## config.mk

```make
export PLATFORM = sky130hd
export DESIGN_NAME = instr_encoder
export DESIGN_NICKNAME = d
export VERILOG_FILES = /design/src/rtl/instr_encoder.sv
export SDC_FILE = /design/constraint.sdc
export NUM_CORES = 1
export LEC_CHECK = 0
export CORE_UTILIZATION = 42
export DETAILED_ROUTE_END_ITERATION = 7
export PLACE_DENSITY = 0.8
export SETUP_SLACK_MARGIN = 0.3
export SLEW_MARGIN = 20
export SYNTH_ARGS = -nofsm -noshare
export SYNTH_HDL_FRONTEND = slang
export SYNTH_SLANG_ARGS = --single-unit
```

## constraint.sdc

```tcl
create_clock -name clk -period 1.8 [get_ports clk]
set_input_delay 0.36 -clock clk [delete_from_list [all_inputs] [get_ports clk]]
set_output_delay 0.36 -clock clk [all_outputs]
set_load 0.005 [all_outputs]
```

## src/rtl/instr_encoder.sv

```systemverilog
// Packs instruction-class codes and register/immediate fields into 32-bit MIPS words
// and streams them into instruction memory at consecutive word addresses.
module instr_encoder #(
  parameter int ADDR_W = 7,
  parameter int BASE   = 0
) (
  input  logic              clk,
  input  logic              rst,
  input  logic              clr,
  input  logic              in_valid,
  output logic              in_ready,
  input  logic [3:0]        in_cls,
  input  logic [4:0]        in_rs,
  input  logic [4:0]        in_rt,
  input  logic [4:0]        in_rd,
  input  logic [15:0]       in_imm,
  output logic              im_we,
  output logic [ADDR_W-1:0] im_addr,
  output logic [31:0]       im_wdata,
  input  logic              im_ack,
  output logic [ADDR_W:0]   count,
  output logic              full,
  output logic              err
);

  typedef enum logic {
    ST_IDLE  = 1'b0,
    ST_WRITE = 1'b1
  } state_t;

  localparam logic [ADDR_W-1:0] ADDR_BASE = ADDR_W'(BASE);
  localparam logic [ADDR_W-1:0] ADDR_LAST = '1;

  state_t            state_q, state_d;
  logic [ADDR_W-1:0] addr_q, addr_d;
  logic [31:0]       wdata_q, wdata_d;
  logic [ADDR_W:0]   count_q, count_d;
  logic              full_q, full_d;
  logic              err_q, err_d;

  logic [31:0]       enc_word;
  logic              enc_legal;

  always_comb begin
    enc_word  = '0;
    enc_legal = 1'b1;
    case (in_cls)
      4'd0:    enc_word = {6'h00, in_rs, in_rt, in_rd, 5'h00, 6'h20};
      4'd1:    enc_word = {6'h00, in_rs, in_rt, in_rd, 5'h00, 6'h22};
      4'd2:    enc_word = {6'h00, in_rs, in_rt, in_rd, 5'h00, 6'h21};
      4'd3:    enc_word = {6'h00, in_rs, in_rt, in_rd, 5'h00, 6'h23};
      4'd4:    enc_word = {6'h00, in_rs, in_rt, in_rd, 5'h00, 6'h2A};
      4'd5:    enc_word = {6'h0D, in_rs, in_rt, in_imm};
      4'd6:    enc_word = {6'h04, in_rs, in_rt, in_imm};
      4'd7:    enc_word = {6'h23, in_rs, in_rt, in_imm};
      4'd8:    enc_word = {6'h2B, in_rs, in_rt, in_imm};
      4'd9:    enc_word = {6'h0F, 5'h00, in_rt, in_imm};  // LUI has no rs operand
      4'd10:   enc_word = {6'h05, in_rs, in_rt, in_imm};
      4'd11:   enc_word = {6'h0A, in_rs, in_rt, in_imm};
      default: enc_legal = 1'b0;
    endcase
  end

  always_comb begin
    state_d  = state_q;
    addr_d   = addr_q;
    wdata_d  = wdata_q;
    count_d  = count_q;
    full_d   = full_q;
    err_d    = err_q;
    in_ready = 1'b0;
    im_we    = 1'b0;
    case (state_q)
      ST_IDLE: begin
        in_ready = !full_q;
        if (in_valid && !full_q) begin
          if (enc_legal) begin
            wdata_d = enc_word;
            state_d = ST_WRITE;
          end else begin
            err_d = 1'b1;
          end
        end
      end
      ST_WRITE: begin
        im_we = 1'b1;
        if (im_ack) begin
          count_d = count_q + 1'b1;
          state_d = ST_IDLE;
          // The last word address is never wrapped past; full parks the encoder.
          if (addr_q == ADDR_LAST) full_d = 1'b1;
          else                     addr_d = addr_q + 1'b1;
        end
      end
      default: state_d = ST_IDLE;
    endcase
    if (clr) begin
      state_d = ST_IDLE;
      addr_d  = ADDR_BASE;
      count_d = '0;
      full_d  = 1'b0;
      err_d   = 1'b0;
    end
  end

  always_ff @(posedge clk) begin
    if (rst) begin
      state_q <= ST_IDLE;
      addr_q  <= ADDR_BASE;
      wdata_q <= '0;
      count_q <= '0;
      full_q  <= 1'b0;
      err_q   <= 1'b0;
    end else begin
      state_q <= state_d;
      addr_q  <= addr_d;
      wdata_q <= wdata_d;
      count_q <= count_d;
      full_q  <= full_d;
      err_q   <= err_d;
    end
  end

  assign im_addr  = addr_q;
  assign im_wdata = wdata_q;
  assign count    = count_q;
  assign full     = full_q;
  assign err      = err_q;

endmodule

```

* Word-level counts from Yosys, hierarchy flattened
Cells that the tools add are included.
** Cells by class
- Add/subtract/negate cells :: 2
- Reduce and logical (&&, ||, !) cells :: 10
- Eq/ne operators :: 12
- Muxes and demuxes :: 8
- Bitwise logic cells :: 3
** Operators with widths (number)
- $pmux 32 s12 :: 1
- $eq 4x3->1 const B :: 4
- $eq 4x4->1 const B :: 4
- $reduce_and 3->1 :: 4
- $reduce_or 12->1 :: 1
- $add 8x1->8 const B :: 1
- $eq 4x2->1 const B :: 2
- $add 7x1->7 const B :: 1
- $eq 7x7->1 const B :: 1
- $mux 1 :: 6
- $eq 4x1->1 const B :: 1
- $logic_not 4->1 :: 1
- $not 1->1 :: 3
- $pmux 1 s2 :: 1
- $reduce_and 2->1 :: 1
- $reduce_or 2->1 :: 1
- $logic_and 1x1->1 :: 1
- $logic_not 1->1 :: 1
** Word-level totals
- Register bits after elaboration :: 50
- Logic and storage cells :: 41

* Logic depth before layout (Yosys ltp)
Gate-level depths: netlist (run 1).
- Word-level depth :: 6
- Mapped depth :: 6
- Depth with buffers taken out :: 5

* Worst setup path before layout (run 1)
No wires, ideal clock.
- Path kind :: input port to flip-flop
- Start point :: in in_cls[0]
- End point :: reg wdata_q[12], in the netlist im_wdata[12]
- Slack :: 0.466 ns
- Library setup time :: 0.078 ns
- Buffers on the path :: 1
- Cell stages on the path :: 5
- Required time :: 1.722 ns
- Arrival :: 1.256 ns
- Cell sequence :: buf_2 or2_1 a21oi_2 a221oi_1 nor3_1
** Between the ends
- Cells in the longest elaborated chain, start to end :: 4
** RTL lines
- from (decl) :: line 12 : input logic [3:0] in_cls,
- $eq 4x4->1 (tied with other cells) :: line 47 : case (in_cls)
- $reduce_or 12->1 (no line)
- $mux 1 :: line 47
- $reduce_and 3->1 (no line)
- to (signal assigned) :: line 117 : wdata_q <= wdata_d;
- to (decl) :: line 36 : logic [31:0] wdata_q, wdata_d;
Several ways; a longest one is shown, not always the timed one.
A chain may end at the register's enable or synchronous reset.

* Final worst setup path (run 1)
- Start point :: reg full_q, in the netlist full
- End point :: reg wdata_q[3], in the netlist im_wdata[3]
** Between the ends
- Cells in the longest elaborated chain, start to end :: 3
** RTL lines
- from (decl) :: line 38 : logic full_q, full_d;
- from (signal assigned) :: line 119 : full_q <= full_d;
- $logic_not 1->1 :: line 76 : if (in_valid && !full_q) begin
- $logic_and 1x1->1 :: line 76
- $reduce_and 3->1 (no line)
No other way between the ends.

==> results of run 1 <==
cells by family (layout without fill, tap and decap cells):
family / after synthesis / in the layout / share of synthesized area [%]
simple gates: 104 / 104 / 24.36
compound gates: 55 / 55 / 18.17
flops: 49 / 49 / 46.69
buf+inv: 20 / 145 / 4.764
xor+xnor: 10 / 10 / 4.169
fa+ha+maj: 2 / 2 / 1.191
other cells: 1 / 1 / 0.1785
mux: 1 / 1 / 0.4765
placed cells by master, fill, tap and decap left out, drive strengths merged, types with 9 or more instances in the layout:
cell type / netlist / routed
a21oi: 19 / 19
buf: 8 / 44
dlymetal6s2s: 0 / 30
dfxtp: 49 / 49
nor2: 42 / 42
nor3: 10 / 10
xor2: 9 / 9
dlygate4sd2: 0 / 24
nand2: 23 / 23
clkdlybuf4s50: 0 / 34
metrics by stage:
step / worst slack (ps) / setup TNS [ps] / power, mW
3_5_place_dp: -110.4 / -1302 / 1.617
2_1_floorplan: 465.7 / 0 / 1.351
3_3_place_gp: -52.43 / -651.6 / 1.608
6_report: 322.1 / 0 / 2.227
5_1_grt: 252.2 / 0 / 2.324
4_1_cts: 220.0 / 0 / 2.236
flip-flops by register name, summed over array words and instances, names as in the netlist:
signal	count
err	1
im_addr	7
state_q	1
full	1
im_wdata	31
count	8
worst register-to-register path: stages (launching register included):
cell	delay, ps
dfxtp_4	360
or3b_4	450
nor2_8	190
buf_4	150
o221ai_1	110
a21oi_1	150
layout make-up:
cell class | count | share of cell area, %
inverter | 4 | 0.4174
clock buffer | 7 | 2.122
timing repair buffer | 133 | 37.25
clock inverter | 1 | 0.2087
multi-input combinational | 173 | 29.08
tap | 67 | 2.330
sequential | 49 | 28.59
cell usage after synthesis (2+ instances only):
master and number:
a211oi_1 3, a21oi_1 18, a221oi_1 6, a22oi_1 7, a311oi_1 3, a31oi_1 2
and3_1 3, and4_1 2, buf_2 5, buf_6 2, clkbuf_1 8, dfxtp_1 49
ha_1 2, inv_1 4, nand2_1 23, nand2b_1 5, nand3_1 6, nand4_1 5
nor2_1 41, nor3_1 8, nor3_2 2, o211ai_1 2, o21ai_0 4, o21ai_1 2
or2_2 2, xor2_1 9
how the worst max path moves through the flow:
stage | cells past startpoint | endpoint | slack [ps] | startpoint
after floorplan | 5 | im_wdata[12]$_SDFFE_PP0P_ | 470 | in_cls[0]
after global placement | 6 | im_wdata[23]$_SDFFE_PP0P_ | -50 | in_valid
after detailed placement | 6 | im_wdata[24]$_SDFFE_PP0P_ | -110 | in_valid
after CTS | 1 | im_we | 220 | state_q$_SDFF_PP0_
after global routing | 6 | im_wdata[17]$_SDFFE_PP0P_ | 250 | full$_SDFFE_PP0P_
final | 5 | im_wdata[3]$_SDFFE_PP0P_ | 320 | full$_SDFFE_PP0P_
power breakdown:
group	internal (mW)	switching, mW	leakage (nW)
Combinational	0.263	0.189	1.51
Sequential	1.13	0.0234	0.415
Clock	0.275	0.348	0.0385
Total	1.67	0.561	1.97
per-layer routing:
metal | share of wire (%) | wire [um]
met5 | 0 | 0
met4 | 1.7 | 104
met3 | 5.6 | 338
met2 | 50 | 3021
met1 | 42 | 2533
repair_timing:
action / CTS / global route
hold buffers: 0 / 0
gates resized for setup: 58 / 40
buffers inserted: 16 / 2
endpoints found under the setup margin: 67 / 53
pin swaps: 2 / 1
gates cloned: 1 / 0
==> impl_results.md, run 1 <==
- Worst R2R Start: full$_SDFFE_PP0P_
- Worst hold start: im_wdata[16]$_SDFFE_PP0P_
- R2R Setup Slk: 320 ps
- Top post-synthesis cells by area: dfxtp_1, nor2_1, a21oi_1, nand2_1, xor2_1
- Hold path cells: 2
- Dominant cell type by area after synthesis: dfxtp_1
- Starting Density: 44.18%
- Clk_lat worst skew: 300 ps
- Final instance area: 3597 um2
- Vias in the first global route: 2094
- CP bufs+invs: 1
- GRT overflow: 0
- Total Routing Usage GR: 22.51%
- Gpl congestion: 0.8180
- Detailed Place HPWL: 3990 um
- Via count: 2209
- WHS: 453.3 ps
- FF+latch area: 1028 um2
- FF-to-FF End: im_wdata[3]$_SDFFE_PP0P_
- WL/cell: 13.82 um
- Die width: 72.73 um
- Crit-path slowest cell: or3b_4
- Met3 Use GR: 4.696%
- Startpoint Class: flop
- CORE AREA: 4755 um2
- Clk pin slew, worst setup/hold paths: 90 ps
- Non-filler cells, final: 434
- CTS sink cnt: 49
- Routed vias/inst: 5.090
- Root Driver: clkbuf_8
- FP Rows: 25
- Fillers: 348
- CP arrival: 1710 ps
- Cells after Synth: 242
- Status: completed
- CTS tree: yes
- DP Area: 3219 um2
- DRC: 0
- Flops & latches, synth: 49
- Largest stage delay, worst path: 450 ps
- Post-synth ARST share: 0%
- Max-slew violation count: 0
- Io pins: 91
- Largest net degree at the start of global routing: 20
- Detailed Routing Iterations Pass 1: 4
- CP max FO: 8
- Fmax: 676.7 MHz
- Met2 Track Usage GR: 41.02%
- IO buf count: 89
- Initial DRC Count: 110
- FF-to-FF path depth: 5
- Worst Setup End Kind: flop
- Power Density: 619.0 nW/um2
- Die H: 72.73 um
- Worst Skew: 5.530 ps
- Most utilized layer in the global route result: met2
- Placed cells: 407
- Critical path's top delay family: simple AND/OR/NAND/NOR gates
- Final wirelength: 5997 um
- Critical Path RT: 2030 ps
- First-pass GRT wire length: 9335 um
- Layout Nets: 408
- Syn avg cell area: 8.681 um2
- Final Critical Period: 1478 ps
- Synth cell types: 45
- Number of synthesized flops with an enable pin: 0
- Layout overhead on the synthesized area: 71.23%
- Worst hold path class: flop to flop
- N_diodes: 0
- RSZ-0062 raised after global routing: true
- Post-synthesis sequential area ratio: 46.69%
- Clock Path Buffers: 2
- Initial antenna violation count: 0
- Post-synth top flop: dfxtp_1
- Final Hold Fails: 0
- Syn nets: 284
- Setup CP Type: flop to flop
- Synth Cell Area: 2101 um2
- GRT met1 Usage: 26.11%
- Hold endpoint: im_wdata[16]$_SDFFE_PP0P_
- Max IR drop VDD: 0.0004027 V
- Max_cap viols: 0
- Antenna viol nets, final: 0
- Final setup vio count: 0
- Utilization after layout: 75.66%
- Share of cells above drive strength 1: 25.89%
- Inserted Clock Buffers: 5
- Pleak: 1.968 nW
- Area of the multi-input gates: 1046 um2
- H-tree depth: 2
- Yosys warns: 0
- Synth top area share: 46.69%
- Total Die Area: 5289 um2
- Period utilization: 82.10%
- Critical path, cell by cell: or3b_4, nor2_8, buf_4, o221ai_1, a21oi_1
(Power assumes the default switching activity.)
==> run 2: changes to the inputs <==
--- a/config.mk
+++ b/config.mk
@@ -5,9 +5,9 @@
 export SDC_FILE = /design/constraint.sdc
 export NUM_CORES = 1
 export LEC_CHECK = 0
-export CORE_UTILIZATION = 42
+export CORE_UTILIZATION = 38
 export DETAILED_ROUTE_END_ITERATION = 7
-export PLACE_DENSITY = 0.8
+export PLACE_DENSITY = 0.76
 export SETUP_SLACK_MARGIN = 0.3
 export SLEW_MARGIN = 20
 export SYNTH_ARGS = -nofsm -noshare
==> constraint.sdc (replaced) <==
create_clock -name clk -period 1.3 [get_ports clk]
set_input_delay 0.26 -clock clk [delete_from_list [all_inputs] [get_ports clk]]
set_output_delay 0.26 -clock clk [all_outputs]
set_load 0.005 [all_outputs]
==> run 2 against run 1 <==
The flow now finishes with violations (negative setup slack). Final cell count increased by 5.8%. Clock power is 71% higher. Register-to-register slack worse by 450 ps. Critical path depth is 1 higher. Core utilization fell by 0.37 points. Maximum frequency up 3.7%. Sequential share of layout area is 1.8 points lower. Cell area up 8.9%. First-iteration DRC count shrank 51%.
==> impl_results.md, run 2 (same netlist as run 1, synthesis figures left out) <==
- Status: finished with violations
- Failing checks: negative setup slack
- Final Hold Fails: 0 (unchanged)
- Met3 Use GR: 4.910% (+0.21 points)
- Gpl congestion: 0.8321 (+1.7%)
- CP arrival: 1660 ps (-50 ps)
- Starting Density: 40.36% (-3.8 points)
- Pre-CTS WS: -543.9 ps (-433.5 ps)
- GRT met1 Usage: 26.26% (+0.16 points)
- Root Driver: clkbuf_8
- DRC: 0 (unchanged)
- Io pins: 91 (unchanged)
- Total Die Area: 5829 um2 (+10%)
- Period utilization: 109.7% (+28 points)
- Most utilized layer in the global route result: met2
- Max-slew violation count: 0 (unchanged)
- Clock network fraction of total power: 31.4% (+3.4 points)
- Clock Path Buffers: 2 (unchanged)
- Total Routing Usage GR: 22.23% (-0.29 points)
- Layout Nets: 430 (+5.4%)
- CTS tree: yes
- Startpoint Class: flop
- Fmax: 701.5 MHz (+3.7%)
- Worst hold path class: input pin to flop
- CP max FO: 4 (-4)
- Critical Path RT: 1530 ps (-500 ps)
- WL/cell: 14.50 um (+4.9%)
- Met2 Track Usage GR: 39.82% (-1.2 points)
- Int Pwr: 2.546 mW (+53%)
- Layout overhead on the synthesized area: 86.54%
- Comb power frac: 21.1% (+0.8 points)
- Final wirelength: 6655 um (+11%)
- Antenna viol nets, final: 0 (unchanged)
- Most frequent cells in the layout: dfxtp_2, buf_6, buf_4, nor2_1, clkdlybuf4s50_1
- Psw: 0.8457 mW (+51%)
- CORE AREA: 5205 um2 (+9.5%)
- Detailed Place HPWL: 4186 um (+4.9%)
- H-tree depth: 2 (unchanged)
- Max reg flops: 31 (unchanged)
- Final Critical Period: 1426 ps (-52.29 ps)
- Routed vias/inst: 5.065 (-0.48%)
- Max IR drop VDD: 0.0006141 V (+52%)
- Initial antenna violation count: 0 (unchanged)
- CTS sink cnt: 49 (unchanged)
- Max_cap viols: 0 (unchanged)
- Worst Setup End Kind: flop
- Power Density: 865.5 nW/um2 (+40%)
- Pleak: 1.676 nW (-15%)
- Seq pwr share: 47.5% (-4.2 points)
- RSZ-0062 raised after global routing: true
- Detailed Routing Iterations Pass 1: 4 (unchanged)
- WHS: 417.8 ps (-35.51 ps)
- Worst Skew: 8.487 ps (+2.957 ps)
- First-pass GRT wire length: 10580 um (+13%)
- IO buf count: 89 (unchanged)
- Die width: 76.35 um (+5.0%)
- Final TNS setup: -1962 ps (-1962 ps)
- Post-CTS Hold Fix Bufs: 0 (unchanged)
- Initial DRC Count: 54 (-51%)
- Switching Share: 24.94% (-0.24 points)
- Inserted Clock Buffers: 5 (unchanged)
- Vias in the first global route: 2298 (+9.7%)
- N_diodes: 0 (unchanged)
- Die H: 76.35 um (+5.0%)
- Largest net degree at the start of global routing: 32 (+60%)
- Utilization after layout: 75.29% (-0.37 points)
- Setup CP Type: flop to flop
- Final setup vio count: 34 (+34)
- Final WS setup: -125.6 ps (-447.7 ps)
- Via count: 2325 (+5.3%)
- FP Rows: 26 (+4.0%)
- Clk_lat worst skew: 300 ps (about the same)
- Share of cells above drive strength 1: 57.33% (+31 points)
- GRT overflow: 0 (unchanged)
- Clk pin slew, worst setup/hold paths: 90 ps (about the same)
## run 2: cell count changes in the layout (fill, tap and decap cells not counted), moves of 7 or more
cell            before  now
buf_6                1   45
dfxtp_2             26   45
buf_2                0   27
dfxtp_1             19    1
dlygate4sd2_1       24    6
a22oi_1              7    0
dlymetal6s2s_1      30    0
a22oi_2              0    7
## run 2: cell type report
cell class	instances	area, um2
Tap cell	70	87.58
Inverter	4	15.01
Clock buffer	6	72.57
Clock inverter	2	35.03
Fill cell	371	1286
Sequential cell	49	1049
Timing Repair Buffer	155	1399
Multi-Input combinational cell	173	1261
## run 2: repair_timing
item | in CTS | in global routing
endpoints found under the setup margin | 99 | 99
pin swaps | 27 | 21
resized for setup | 306 | 31
hold endpoints to repair | 0 | 0
buffers inserted | 27 | 8
## run 2: final timing paths
path	from	cells past startpoint	slack, ps	to
setup / recovery	state_q$_SDFF_PP0_	6	-130	im_wdata[28]$_SDFFE_PP0P_
hold reg to reg	im_wdata[20]$_SDFFE_PP0P_	2	460	im_wdata[20]$_SDFFE_PP0P_
hold / removal	im_ack	3	420	state_q$_SDFF_PP0_
setup reg to reg	state_q$_SDFF_PP0_	6	-130	im_wdata[28]$_SDFFE_PP0P_
## run 2: power groups by stage
stage                     combinational (mW)  sequential, mW  clock (mW)
final                                  0.714            1.61        1.07
after floorplan                        0.246            1.64           0
after global routing                   0.769            1.62        1.16
after CTS                              0.655            1.61        1.09
after global placement                 0.598            1.63           0
after detailed placement               0.608            1.63           0
## run 2: critical path, cell delays in order, from the launching register on
cell     delay [ps]
dfxtp_2         350
buf_6           120
nor3b_4         230
o21ai_2         120
buf_6           140
a221o_1         260
a21oi_1         140
## run 2: per-stage QoR
stage / area (um2) / power, mW / cells
after CTS: 3730 / 3.351 / 451
final: 3919 / 3.392 / 459
after floorplan: 2185 / 1.883 / 242
after global placement: 3319 / 2.229 / 416
after global routing: 3919 / 3.547 / 459
after detailed placement: 3319 / 2.239 / 416
## run 2: routing by layer
metal	vias to the layer above	wire length, um
li1	1136	-
met1	1117	2740
met2	66	3550
met3	6	316
met4	0	47
met5	-	0
==> run 3: changes to the inputs <==
--- a/config.mk
+++ b/config.mk
@@ -7,7 +7,7 @@
 export LEC_CHECK = 0
 export CORE_UTILIZATION = 38
 export DETAILED_ROUTE_END_ITERATION = 7
-export PLACE_DENSITY = 0.76
+export PLACE_DENSITY_LB_ADDON = 0.3
 export SETUP_SLACK_MARGIN = 0.3
 export SLEW_MARGIN = 20
 export SYNTH_ARGS = -nofsm -noshare
==> run 3 against run 2 <==
The flow still finishes with violations (negative setup slack). Flip-flop and latch count stayed put. Critical path type unchanged. Highest routed layer unchanged. Wire length is 3.9% higher. Non-clock buffer count is 18 higher. First-iteration DRC count is 41% higher.
==> impl_results.md, run 3 (same netlist as run 1, synthesis figures left out) <==
- Initial antenna violation count: 0 (unchanged)
- Final wirelength: 6916 um (+3.9%)
- Final Hold Fails: 0 (unchanged)
- Setup CP Type: flop to flop
- Io pins: 91 (unchanged)
- Detailed Routing Iterations Pass 1: 4 (unchanged)
- GRT met1 Usage: 25.96% (-0.30 points)
- Antenna viol nets, final: 0 (unchanged)
- Failing checks: negative setup slack
- Layout overhead on the synthesized area: 97.80%
- Final WS setup: -249.4 ps (-123.8 ps)
- Layout Nets: 448 (+4.2%)
- CP bufs+invs: 2 (unchanged)
- Max reg flops: 31 (unchanged)
- Startpoint Class: flop
- Fmax: 645.4 MHz (-8.0%)
- Share of cells above drive strength 1: 63.14% (+5.8 points)
- Worst hold path class: input pin to flop
- Max_cap viols: 0 (unchanged)
- Worst R2R Start: full$_SDFFE_PP0P_
- Final instance area: 4155 um2 (+6.0%)
- Total Routing Usage GR: 22.39% (+0.16 points)
- Commonest non-fill, non-tap cell in the layout: buf_4
- Detailed Place HPWL: 4156 um (-0.71%)
- FF-to-FF path depth: 6 (unchanged)
- Worst Skew: 9.947 ps (+1.460 ps)
- Power Density: 829.3 nW/um2 (-4.2%)
- Crit-path slowest cell: or3b_4
- Routed vias/inst: 5.115 (+0.99%)
- Max-slew violation count: 0 (unchanged)
- Status: finished with violations
- Utilization after layout: 79.83% (+4.5 points)
- CP endpoint: im_wdata[26]$_SDFFE_PP0P_
- WP depth: 6 (unchanged)
- Met3 Use GR: 5.150% (+0.24 points)
- Period utilization: 119.2% (+9.5 points)
- Inserted Clock Buffers: 5 (unchanged)
- Critical Path RT: 1490 ps (-40 ps)
- Vias in the first global route: 2303 (+0.22%)
- FF-to-FF End: im_wdata[26]$_SDFFE_PP0P_
- Starting Density: 40.36% (unchanged)
- CORE AREA: 5205 um2 (unchanged)
- Final Critical Period: 1549 ps (+123.8 ps)
- FP Rows: 26 (unchanged)
- CTS sink cnt: 49 (unchanged)
- Critical path, cell by cell: buf_6, or3b_4, nor2_8, buf_12, nor2_1, a211oi_1
- Die width: 76.35 um (unchanged)
- CP arrival: 1740 ps (+80 ps)
- First-pass GRT wire length: 10510 um (-0.65%)
- DP Area: 3307 um2 (-0.38%)
- Worst Setup End Kind: flop
- Initial DRC Count: 76 (+41%)
- Largest net degree at the start of global routing: 32 (unchanged)
- Pleak: 1.806 nW (+7.8%)
- Met2 Track Usage GR: 41.44% (+1.6 points)
- H-tree depth: 2 (unchanged)
- Clk_lat worst skew: 300 ps (about the same)
- Via count: 2440 (+4.9%)
- R2R Setup Slk: -250 ps (-120 ps)
- Die H: 76.35 um (unchanged)
- CTS tree: yes
- Root Driver: clkbuf_8
- WL/cell: 14.50 um (about the same)
- Most utilized layer in the global route result: met2
- Critical path's top delay family: simple AND/OR/NAND/NOR gates
- Clock Path Buffers: 2 (unchanged)
- RSZ-0062 raised after global routing: true
- DRC: 0 (unchanged)
- CP max FO: 4 (unchanged)
- N_diodes: 0 (unchanged)
- Total Die Area: 5829 um2 (unchanged)
- IO buf count: 89 (unchanged)
- Gpl congestion: 0.8279 (-0.50%)
- Final setup vio count: 33 (-2.9%)
- Largest stage delay, worst path: 440 ps (+90 ps)
- Clk pin slew, worst setup/hold paths: 80 ps (about the same)
- Most frequent cells in the layout: buf_4, buf_6, dfxtp_2, clkdlybuf4s50_1, nor2_1
- Crit. Startpoint: full$_SDFFE_PP0P_
- GRT overflow: 0 (unchanged)
- Post-CTS Hold Fix Bufs: 0 (unchanged)
- Max IR drop VDD: 0.0005609 V (-8.7%)
[run 3: cell count changes in the layout (fill, tap and decap cells not counted), sizes merged]
| cell | previous run | this run |
|---|---|---|
| dlygate4sd2 | 6 | 3 |
| dlymetal6s2s | 0 | 1 |
| buf | 115 | 132 |
| clkbuf | 6 | 8 |
| clkdlybuf4s50 | 33 | 35 |
| clkdlybuf4s15 | 1 | 0 |
[run 3: power breakdown]
group,internal [mW],switching (mW)
Clock,0.578,0.491
Sequential,1.57,0.0424
Combinational,0.438,0.330
[run 3: worst register-to-register path: stages, from the launching register on]
cell and delay (ps):
dfxtp_2 330, buf_6 120, or3b_4 440, nor2_8 130, buf_12 120, nor2_1 50
a211oi_1 250
[run 3: metrics by stage]
step / setup WS, ps / cells / setup TNS, ps / hold slack (ps) / total power [mW]
detailed placement: -583.5 / 416 / -19600 / 447.4 / 2.235
global route: -291.2 / 477 / -6800 / 425.9 / 3.593
finish: -249.4 / 477 / -5081 / 391.5 / 3.446
global placement: -502.2 / 416 / -17600 / 439.4 / 2.224
floorplan: 5.877 / 242 / 0 / 396.0 / 1.883
CTS: -202.7 / 458 / -5179 / 454.9 / 3.379
[run 3: worst min-delay path by stage]
stage / cells after the start / slack (ps) / from / to
after floorplan: 2 / 400 / in_rt[0] / im_wdata[16]$_SDFFE_PP0P_
after global placement: 2 / 440 / im_wdata[28]$_SDFFE_PP0P_ / im_wdata[28]$_SDFFE_PP0P_
after detailed placement: 2 / 450 / im_wdata[25]$_SDFFE_PP0P_ / im_wdata[25]$_SDFFE_PP0P_
after CTS: 2 / 450 / im_wdata[25]$_SDFFE_PP0P_ / im_wdata[25]$_SDFFE_PP0P_
after global routing: 5 / 430 / rst / im_addr[4]$_SDFFE_PP0P_
final: 5 / 390 / rst / im_addr[4]$_SDFFE_PP0P_
[run 3: area by class of cell]
cell class / count / area (um2)
fillers: 342 / 1050
flip-flops and latches: 49 / 1055
repair buffers: 173 / 1565
well taps: 70 / 87.58
inverters: 4 / 15.01
multi-input cells: 173 / 1321
clock buffers: 6 / 72.57
clock inverters: 2 / 38.79
[run 3: per-layer routing]
metal / up-vias / part of all wire (%) / wire length [um]
met2: 85 / 53 / 3678
li1: 1179 / - / -
met1: 1168 / 40 / 2796
met3: 8 / 5.5 / 380
met4: 0 / 0.88 / 61
met5: - / 0 / 0
[run 3: timing repair]
| item | CTS | global route |
|---|---|---|
| gates resized for setup | 299 | 62 |
| endpoints found under the setup margin | 99 | 99 |
| pin swaps | 29 | 49 |
| setup buffers | 34 | 19 |
